File: src/rtl/load_store_unit.sv
`default_nettype none
// ============================================================================
// Module   : load_store_unit
// Purpose  : MEM-stage initiator. Turns a load/store command into word-aligned,
//            byte-strobed req/ack transactions, steers store lanes, extends
//            load results and stalls the pipeline until the access completes.
// Option   : define LSU_MISALIGN_SPLIT_EN to split word-crossing accesses into
//            two transactions; otherwise they are rejected with a misalign
//            pulse and no bus traffic.
// Revision : 1.0 - initial release
// ============================================================================
module load_store_unit #(
    parameter int ADDR_W = 32
) (
    input  logic              clk,
    input  logic              reset,
    input  logic              MemRead,
    input  logic              MemWrite,
    input  logic [2:0]        funct3,
    input  logic [ADDR_W-1:0] address,
    input  logic [31:0]       writeData,
    output logic [31:0]       readData,
    output logic              stall,
    output logic              misalign,
    output logic              mem_req,
    output logic              mem_we,
    output logic [ADDR_W-1:0] mem_addr,
    output logic [31:0]       mem_wdata,
    output logic [3:0]        mem_wstrb,
    input  logic [31:0]       mem_rdata,
    input  logic              mem_ack
);

    typedef enum logic [1:0] {
        IDLE = 2'd0,
        ACC0 = 2'd1,
        ACC1 = 2'd2,
        DONE = 2'd3
    } state_t;

    state_t            state_q;
    logic [2:0]        f3_q;
    logic [1:0]        lane_q;
    logic [31:0]       read_data_q;
    logic              mem_req_q;
    logic              mem_we_q;
    logic [ADDR_W-1:0] mem_addr_q;
    logic [31:0]       mem_wdata_q;
    logic [3:0]        mem_wstrb_q;
`ifdef LSU_MISALIGN_SPLIT_EN
    logic              split_q;
    logic [3:0]        strb_hi_q;
    logic [31:0]       rbuf_q;
    logic [3:0]        w_strb_hi;
`else
    logic              misalign_q;
`endif

    logic        w_legal;
    logic        w_crossing;
    logic [1:0]  w_lane;
    logic [3:0]  w_strb_base;
    logic [3:0]  w_strb_lo;
    logic [31:0] w_rep;
    logic [31:0] w_rot;
    logic [63:0] w_ld_pair;
    logic [31:0] w_ld_raw;
    logic [31:0] w_ld_ext;

    assign w_lane = address[1:0];

    // Command decode: legality, access size, store replication and crossing detect
    always_comb begin
        w_legal = 1'b0;
        case (funct3)
            3'b000, 3'b001, 3'b010: w_legal = 1'b1;
            3'b100, 3'b101:         w_legal = ~MemWrite;   // unsigned forms exist for loads only
            default:                w_legal = 1'b0;
        endcase
        w_strb_base = 4'b1111;
        w_rep       = writeData;
        case (funct3[1:0])
            2'b00: begin
                w_strb_base = 4'b0001;
                w_rep       = {4{writeData[7:0]}};
            end
            2'b01: begin
                w_strb_base = 4'b0011;
                w_rep       = {2{writeData[15:0]}};
            end
            default: begin
                w_strb_base = 4'b1111;
                w_rep       = writeData;
            end
        endcase
        w_crossing = ((funct3[1:0] == 2'b01) && (w_lane == 2'b11)) ||
                     ((funct3[1:0] == 2'b10) && (w_lane != 2'b00));
    end

    // Strobes for the first word; overflow lanes belong to the following word.
    assign w_strb_lo = w_strb_base << w_lane;
`ifdef LSU_MISALIGN_SPLIT_EN
    assign w_strb_hi = w_strb_base >> (3'd4 - {1'b0, w_lane});
`endif

    // Rotating the replicated data left by the lane puts byte k of the operand
    // on lane (lane+k) mod 4, which is correct for both words of a split access.
    assign w_rot = 32'({w_rep, w_rep} >> (6'd32 - {1'b0, w_lane, 3'b000}));

    // Load result: gather the addressed bytes from one or two words, then extend
    always_comb begin
`ifdef LSU_MISALIGN_SPLIT_EN
        w_ld_pair = (state_q == ACC1) ? {mem_rdata, rbuf_q} : {32'd0, mem_rdata};
`else
        w_ld_pair = {32'd0, mem_rdata};
`endif
        w_ld_raw = 32'(w_ld_pair >> {lane_q, 3'b000});
        case (f3_q)
            3'b000:  w_ld_ext = {{24{w_ld_raw[7]}}, w_ld_raw[7:0]};
            3'b001:  w_ld_ext = {{16{w_ld_raw[15]}}, w_ld_raw[15:0]};
            3'b100:  w_ld_ext = {24'd0, w_ld_raw[7:0]};
            3'b101:  w_ld_ext = {16'd0, w_ld_raw[15:0]};
            default: w_ld_ext = w_ld_raw;
        endcase
    end

    // Access sequencer with registered bus outputs
    always_ff @(posedge clk) begin
        if (reset) begin
            state_q     <= IDLE;
            f3_q        <= 3'd0;
            lane_q      <= 2'd0;
            read_data_q <= 32'd0;
            mem_req_q   <= 1'b0;
            mem_we_q    <= 1'b0;
            mem_addr_q  <= '0;
            mem_wdata_q <= 32'd0;
            mem_wstrb_q <= 4'd0;
`ifdef LSU_MISALIGN_SPLIT_EN
            split_q     <= 1'b0;
            strb_hi_q   <= 4'd0;
            rbuf_q      <= 32'd0;
`else
            misalign_q  <= 1'b0;
`endif
        end else begin
            case (state_q)
                IDLE: begin
                    if (MemRead | MemWrite) begin
                        f3_q   <= funct3;
                        lane_q <= w_lane;
                        if (!w_legal) begin
                            state_q <= DONE;
                        end
`ifndef LSU_MISALIGN_SPLIT_EN
                        else if (w_crossing) begin
                            state_q    <= DONE;
                            misalign_q <= 1'b1;
                        end
`endif
                        else begin
                            state_q     <= ACC0;
                            mem_req_q   <= 1'b1;
                            mem_we_q    <= MemWrite;
                            mem_addr_q  <= {address[ADDR_W-1:2], 2'b00};
                            mem_wdata_q <= MemWrite ? w_rot : 32'd0;
                            mem_wstrb_q <= MemWrite ? w_strb_lo : 4'd0;
`ifdef LSU_MISALIGN_SPLIT_EN
                            split_q     <= w_crossing;
                            strb_hi_q   <= MemWrite ? w_strb_hi : 4'd0;
`endif
                        end
                    end
                end
                ACC0: begin
                    if (mem_ack) begin
`ifdef LSU_MISALIGN_SPLIT_EN
                        if (split_q) begin
                            // Keep req high; only address and strobes move on.
                            rbuf_q      <= mem_rdata;
                            mem_addr_q  <= mem_addr_q + ADDR_W'(4);
                            mem_wstrb_q <= strb_hi_q;
                            state_q     <= ACC1;
                        end else
`endif
                        begin
                            mem_req_q <= 1'b0;
                            if (!mem_we_q) read_data_q <= w_ld_ext;
                            state_q   <= DONE;
                        end
                    end
                end
`ifdef LSU_MISALIGN_SPLIT_EN
                ACC1: begin
                    if (mem_ack) begin
                        mem_req_q <= 1'b0;
                        if (!mem_we_q) read_data_q <= w_ld_ext;
                        state_q   <= DONE;
                    end
                end
`endif
                DONE: begin
                    state_q <= IDLE;
`ifndef LSU_MISALIGN_SPLIT_EN
                    misalign_q <= 1'b0;
`endif
                end
                default: state_q <= IDLE;
            endcase
        end
    end

    assign stall     = (MemRead | MemWrite) & (state_q != DONE);
    assign readData  = read_data_q;
    assign mem_req   = mem_req_q;
    assign mem_we    = mem_we_q;
    assign mem_addr  = mem_addr_q;
    assign mem_wdata = mem_wdata_q;
    assign mem_wstrb = mem_wstrb_q;
`ifdef LSU_MISALIGN_SPLIT_EN
    assign misalign  = 1'b0;
`else
    assign misalign  = misalign_q;
`endif

endmodule
`default_nettype wire

File: config.mk
export PLATFORM = sky130hd
export DESIGN_NAME = load_store_unit
export DESIGN_NICKNAME = d
export VERILOG_FILES = /design/src/rtl/load_store_unit.sv
export SDC_FILE = /design/constraint.sdc
export NUM_CORES = 1
export LEC_CHECK = 0
export ABC_AREA = 1
export BUFFER_PORTS_ARGS = -buffer_cell sky130_fd_sc_hd__buf_2
export CORE_ASPECT_RATIO = 1.4
export CORE_MARGIN = 4
export CORE_UTILIZATION = 51
export DETAILED_ROUTE_END_ITERATION = 6
export GPL_ROUTABILITY_DRIVEN = 0
export PLACE_DENSITY = 0.81
export SYNTH_ARGS = -nofsm -noshare
export SYNTH_HDL_FRONTEND = slang
export SYNTH_SLANG_ARGS = --single-unit
File: constraint.sdc
create_clock -name clk -period 2.36 [get_ports clk]
set_input_delay 0 -clock clk [delete_from_list [all_inputs] [get_ports clk]]
set_output_delay 0 -clock clk [all_outputs]
set_load 0.05 [all_outputs]
# Yosys cells after proc, flatten, opt, wreduce, memory -nomap -nowiden
# Cells that the tools add are included.
totals:
  register_bits: 108
  elab_cells: 75
  output_inout_bits: 104
  in_bits: 104
classes:
  n_addsub: 1
  eq_ne: 18
  n_mux: 20
  bitwise: 5
  shifts: 3
  n_reduce_logical: 18
ops:
  columns: ["operator", "count"]
  rows:
  - ["one-hot mux 32 bit (4 select lines)", 1]
  - ["one-hot mux 32 bit (2 select lines)", 1]
  - ["right shift 64 x 6 -> 32 bit", 1]
  - ["two-way mux 32 bit", 1]
  - ["right shift 32 x 5 -> 32 bit", 1]
  - ["equality test 3 bit, second input constant", 4]
  - ["!= test 2 bit, second input constant", 6]
  - ["two-way mux 2 bit", 4]
  - ["one-hot mux 4 bit (2 select lines)", 1]
  - ["AND reduction 4 bit", 2]
  - ["two-way mux 1 bit", 7]
  - ["equality test 2 bit, second input constant", 3]
  - ["equality test 3 x 1 -> 1 bit, second input constant", 2]
  - ["logical NOT 3 bit", 2]
  - ["one-hot mux 1 bit (2 select lines)", 3]
  - ["nonzero test 2 bit", 3]
  - ["subtractor 6 x 5 -> 6 bit, first input constant", 1]
  - ["AND reduction 5 bit", 1]
  - ["equality test 2 x 1 -> 1 bit, second input constant", 2]
  - ["logical NOT 2 bit", 2]
  - ["two-way mux 4 bit", 1]
  - ["one-hot mux 2 bit (2 select lines)", 1]
  - ["AND reduction 2 bit", 2]
  - ["<< shifter 4 x 2 -> 4 bit", 1]
  - ["other kinds (9)", 12]

# Depth between registers and ports, before layout
# Gate-level depths: netlist of run 1.
logic_depth:
  ltp_word: 7
  mapped_depth: 13

# Worst setup path before layout of run 1
# No wires, ideal clock.
synth_path:
  kind: "input -> register"
  start: "in address[0]"
  end: "reg mem_wdata_q[27] (netlist: mem_wdata[27])"
  path_stages: 13
  slack_ps: 266
  setup_ps: 132
  n_path_buf: 4
  t_required_ps: 2228
  arrival_time_ps: 1962
  cell_sequence: "buf_2 -> clkinv_1 -> clkbuf_1 -> buf_2 -> ha_1 -> clkinv_1 -> nor2_1 -> clkbuf_1 -> nand3_1 -> nand2_1 -> nor2_1 -> nand2_1 -> a21oi_1"
synth_via:
  elab_chain_cells: 5
  elab_cells_between_ends: 10
  cone_classes: "add/sub: 1; eq/ne: 1; shift: 1; mux: 1; bitwise: 1; reduce/logical: 5"
synth_lines:
  columns: ["item", "line_no", "source"]
  rows:
  - ["start, declared", "20", "input logic [ADDR_W-1:0] address,"]
  - ["parallel branches: the longest is 5 deep, another holds subtractor 6 x 5 -> 6 bit", null, null]
  - ["end signal, assigned", "166", "mem_wdata_q <= MemWrite ? w_rot : 32'd0;"]
  - ["end, declared", "48", "logic [31:0] mem_wdata_q;"]
# Parallel ways; which one is timed is not known.
# A chain may end at the register's enable or synchronous reset.

# Worst setup path in the final report of run 1
layout_path:
  start: "in MemWrite"
  end: "reg mem_wdata_q[25] (netlist: mem_wdata[25])"
layout_via:
  elab_chain_cells: 3
  elab_cells_between_ends: 5
  cone_classes: "mux: 2; bitwise: 2; reduce/logical: 1"
layout_lines:
  columns: ["item", "line_no", "source"]
  rows:
  - ["start, declared", "18", "input logic MemWrite,"]
  - ["inverter 1 bit", "77", "3'b100, 3'b101: w_legal = ~MemWrite;"]
  - ["one-hot mux 1 bit (2 select lines)", "75", "case (funct3)"]
  - ["AND reduction 4 bit (no source line)", null, null]
# Parallel ways exist; a longest one is shown, timed or not.

==> results.toml, run 1 <==
[status]
outcome = "finished, final reports clean"

[floorplan]
die_area_um2 = 13400
start_util = 0.522
die_w_um = 99.0
row_count = 46
design.core.area_um2 = 11300
die_y_um = 135
ios = 208

[routing]
via_count = 7041
routedWlPerCell_um = 14.8
route.antenna.remaining_nets = 0
routed_wl_um = 19600
drt_pass1_iterations = 5
drt_iter0_markers = 393
viasPerCell = 5.33
drcViolationCount = 0

[critical_path]
r2r-start = "state_q[0]$_SDFFE_PP0P_"
crit_arrival_ps = 2150
worst-setup-path-type = "input port to flop"
crit_path_end_kind = "flop"
crit_path_max_fanout = 8
critPathRequiredTime_ps = 2630
reg2reg_to = "mem_wdata[25]$_SDFFE_PP0P_"
rrSetupSlack_ps = 530
rr_worst_depth = 9
startpoint_type = "input port"

[timing]
setup_viol = 0
slew_headroom = 0.545
fin_crit_sh = 0.793
grt_setup_unrepaired = "no"
setup_tns_ps = 0
skew_ps = 7.65
fmax_mhz = 534
slew_violations = 0
min_period_ps = 1870
finalHoldViolCount = 0
tightest_slew_ps = 682

[synthesis]
synth_top_area_frac = 0.365
synth.area.top_cells = "dfxtp_1, nand2_1, nor2_1"
syn_inst = 964
synth_seq_cells = 108
yosys.area.top_type = "dfxtp_1"
ys_seq_area_frac = 0.365
ys_types = 31
synth_area_um2 = 5920
yosys_warnings = 0
syn_area_per_cell_um2 = 6.14

[power_and_ir_drop]
p_int_mw = 3.16
clkPwrFrac = 0.283
switchingPower_mw = 1.99
swShare = 0.386
powerDensity_nw_per_um2 = 676
peakVddDrop_mv = 0.521
power_mw = 5.15
combPwrFrac = 0.321
p_leak_nw = 4.05
p_seq_frac = 0.397

[cells_and_area]
num-fill-cells = 1064
syn2layout_area_growth_pct = 28.7
mostFrequentLayoutCell = "nand2_1"
diodes = 0
layout_common_cells = "nand2_1, buf_2, nor2_1"
drive_above_1_share = 0.211
fin_area_um2 = 7620
fin_cells = 1322
nets = 1279

[clock_network]
cts_buffers = 9
cts_htree_levels = 3
clock-sinks = 108
clock_path_buffers = 2
path_clk_slew_ps = 80
cts_tree = "yes"
root_buffer = "clkbuf_16"
clock_latency_ps = 340

[placed_design]
dp.cells = 1274
portBuffers = 205
dpl.hpwl_um = 13600
placed_area_um2 = 7010

[global_route]
grtUsageTotal = 0.284
first_global_vias = 6551
grt_overflow = 0
grt_pass1_wl_um = 31100
antenna_found_initial = 0
grt_max_degree = 68

[hold_path]
worstHoldStart = "address[1]"
hold_path_end = "mem_wstrb[1]$_SDFFE_PP0P_"
holdCritPathClass = "input port to flop"
holdPathStages = 4

[job]
timing.max_cap.violations = 0
-- power by group through the flow --
stage | Combinational (mW) | Clock, mW | Sequential (mW)
6_report | 1.65 | 1.46 | 2.04
4_1_cts | 1.64 | 1.49 | 2.04
3_3_place_gp | 1.57 | 0 | 2.08
2_1_floorplan | 0.722 | 0 | 2.52
5_1_grt | 1.80 | 1.55 | 2.06
3_5_place_dp | 1.59 | 0 | 2.08
-- kinds of logic after synthesis --
| family | count (synthesis) | share of synthesized area |
|---|---|---|
| adder cells (fa/ha/maj) | 2 | 0.00423 |
| AND/OR/NAND/NOR | 508 | 0.353 |
| other | 1 | 0.000634 |
| AO/OA/AOI/OAI | 194 | 0.173 |
| flip-flops | 108 | 0.365 |
| buffers and inverters | 151 | 0.104 |
-- per-layer routing --
| metal | track usage | up-vias | share of wire |
|---|---|---|---|
| met5 | 0 | - | 0 |
| met4 | 0.136 | 0 | 0.046 |
| met3 | 0.0469 | 66 | 0.087 |
| met2 | 0.507 | 357 | 0.50 |
| met1 | 0.327 | 3101 | 0.37 |
| li1 | - | 3517 | - |
-- worst max path at each step --
stage / start / to
finish: MemWrite / mem_wdata[25]$_SDFFE_PP0P_
global route: lane_q[0]$_SDFFE_PP0P_ / readData[23]$_SDFFE_PP0P_
CTS: MemWrite / mem_wdata[19]$_SDFFE_PP0P_
detailed placement: address[1] / mem_wdata[13]$_SDFFE_PP0P_
global placement: address[0] / mem_wdata[30]$_SDFFE_PP0P_
floorplan: address[0] / mem_wdata[27]$_SDFFE_PP0P_
-- area by class of cell --
class / count / area, µm² / area share
Timing Repair Buffer: 256 / 1500 / 0.197
Sequential cell: 108 / 2160 / 0.284
Inverter: 92 / 348 / 0.0457
Clock inverter: 7 / 58.8 / 0.00772
Clock buffer: 9 / 225 / 0.0296
Multi-Input combinational cell: 706 / 3140 / 0.412
Tap cell: 144 / 180 / 0.0237
-- synthesized netlist by cell type (all sizes together) --
library cell / count
or2: 1
nor3: 2
dfxtp: 108
a31oi: 1
buf: 23
nand3b: 3
clkbuf: 36
conb: 1
o211ai: 10
nor2: 154
o21ai: 107
a21oi: 66
nand4: 15
o31ai: 8
ha: 2
nand2: 256
clkinv: 3
nand3: 77
inv: 89
a211oi: 1
a22oi: 1
-- stage by stage --
| step | worst slack [ps] | hold WS (ps) | utilization |
|---|---|---|---|
| CTS | 257 | 34.3 | 0.671 |
| detailed placement | 361 | 227 | 0.618 |
| floorplan | 266 | 135 | - |
| global route | 284 | 79.9 | 0.672 |
| global placement | 454 | 219 | 0.618 |
| finish | 488 | 51.7 | 0.672 |
-- state kept, by name, summed over array words and instances (netlist names) --
| register | cells |
|---|---|
| readData | 32 |
| mem_wdata | 32 |
| state_q | 2 |
| mem_addr | 30 |
| mem_wstrb | 4 |
| lane_q | 2 |
| f3_q | 3 |
| mem_we | 1 |
| misalign | 1 |
| mem_req | 1 |
-- critical path, stage by stage --
cell and delay, ps:
dlygate4sd3_1 540, buf_2 170, inv_1 120, nand2_1 70, nand2_1 110, nand2_1 150
nor2_4 190, nand3_1 330, nor2_1 210, nand2_1 120, a21oi_1 130
-- timing repair --
action / 4_1_cts / 5_1_grt
hold endpoints to repair: 32 / 0
resized for setup: 0 / 2
hold buffers: 32 / 0
endpoints found under the setup margin: 0 / 1
setup buffers: 0 / 0
Note: power is estimated with default switching activity, not from simulation.
==> inputs of run 2 (changes only) <==
- clock period: 2.36 -> 1.9 ns (I/O delays scaled with it)
==> run 2 against run 1 <==
Net effect: setup slack got worse by 210 ps; first-iteration DRC count increased by 12%; total power rose by 32%; combinational power is 28% higher; sequential cell count did not move; cell area up 2.3%; sequential power grew 25%; worst hold slack worse by 18 ps; routed wire length up 1.9%; clock skew fell by 0.75 ps; highest routed layer unchanged.
==> results.toml, run 2 (synthesis results as in run 1) <==
[routing]
routed_wl_um = 19900
viasPerCell = 5.40
route.antenna.remaining_nets = 0
routedWlPerCell_um = 15.0
drt_pass1_iterations = 5
drt_iter0_markers = 441
drcViolationCount = 0
via_count = 7199

[cells_and_area]
seq_area_um2 = 2160
multi_input_area_um2 = 3150
syn2layout_area_growth_pct = 31.7
layout_common_cells = "nand2_1, buf_2, nor2_1"
drive_above_1_share = 0.220
fin_cells = 1332
diodes = 0
num-fill-cells = 1031
fin_area_um2 = 7790
nets = 1289
mostFrequentLayoutCell = "nand2_1"

[critical_path]
rrSetupSlack_ps = 280
startpoint_type = "flop"
crit_path_max_fanout = 57
crit_path_end_kind = "flop"
r2r-start = "state_q[1]$_SDFFE_PP0P_"
crit_arrival_ps = 1860
worst-setup-path-type = "flop to flop"
cp-startpoint = "state_q[1]$_SDFFE_PP0P_"
critPathRequiredTime_ps = 2140

[global_route]
use_met2 = 0.504
grt_pass1_wl_um = 31900
grt_overflow = 0
antenna_found_initial = 0
grtUsageTotal = 0.292
top_usage_layer = "met2"
first_global_vias = 6833
met1_usage = 0.338
globalRouteMet3Util = 0.0438
grt_max_degree = 58

[job]
timing.max_cap.violations = 0

[timing]
setup_viol = 0
finalHoldViolCount = 0
fin_crit_sh = 0.853
skew_ps = 6.90
min_period_ps = 1620
fin_ws_ps = 280
fmax_mhz = 617
slew_violations = 0
holdWs_ps = 33.9
setup_tns_ps = 0
grt_setup_unrepaired = "no"

[placed_design]
dp_slack_ps = 237
portBuffers = 205
placed_area_um2 = 7120
dpl.hpwl_um = 14200
dp.cells = 1284

[status]
outcome = "finished, final reports clean"

[power_and_ir_drop]
p_leak_nw = 4.14
powerDensity_nw_per_um2 = 872
peakVddDrop_mv = 0.418

[clock_network]
postCtsSetupBuffers = 0
clock_path_buffers = 2
path_clk_slew_ps = 80
cts_htree_levels = 3
clock-sinks = 108
clock_latency_ps = 350
cts_buffers = 9
cts_tree = "yes"
root_buffer = "clkbuf_16"

[hold_path]
holdCritPathClass = "input port to flop"
worstHoldStart = "address[1]"

[floorplan]
ios = 208
die_y_um = 135
design.core.area_um2 = 11300
die_area_um2 = 13400
start_util = 0.522
row_count = 46
die_w_um = 99.0
[run 2: final cells by class]
| type | count | share of cell area |
|---|---|---|
| well taps | 144 | 0.0231 |
| clock buffers | 9 | 0.0289 |
| multi-input cells | 706 | 0.404 |
| repair buffers | 266 | 0.207 |
| flip-flops and latches | 108 | 0.278 |
| clock inverters | 7 | 0.0149 |
| inverters | 92 | 0.0443 |
[run 2: repair_timing]
action,4_1_cts,5_1_grt
resized for setup,0,1
hold buffers,32,0
endpoints found under the hold margin,32,0
setup endpoints to repair,0,1
[run 2: through the flow]
stage	total power, mW	utilization
6_report	6.79	0.687
5_1_grt	7.13	0.687
4_1_cts	6.80	0.687
3_5_place_dp	4.63	0.628
3_3_place_gp	4.61	0.628
2_1_floorplan	4.03	-
[run 2: worst paths after layout]
check	to	cells after the start
hold / removal	lane_q[1]$_SDFFE_PP0P_	3
setup reg to reg	readData[10]$_SDFFE_PP0P_	9
setup / recovery	readData[10]$_SDFFE_PP0P_	9
hold reg to reg	mem_wdata[28]$_SDFFE_PP0P_	2
[run 2: report_power, final]
part / switching, mW / internal (mW) / total, mW
clock: 0.933 / 1.20 / 2.13
sequential: 0.103 / 2.44 / 2.54
combinational: 1.50 / 0.620 / 2.12
[run 2: worst max-delay path: stages, from the launching register on]
cell and delay [ps]:
dfxtp_1 340, inv_1 70, nand2_1 50, nor2_1 160, nand2_1 100, inv_1 100, buf_12 230, nand2_1 190
o21ai_0 200, inv_1 60
[run 2: routing by layer]
| metal | up-vias | wire length [µm] |
|---|---|---|
| met5 | - | 0 |
| met4 | 0 | 1170 |
| met3 | 88 | 1650 |
| met2 | 406 | 9750 |
| met1 | 3160 | 7380 |
| li1 | 3545 | - |
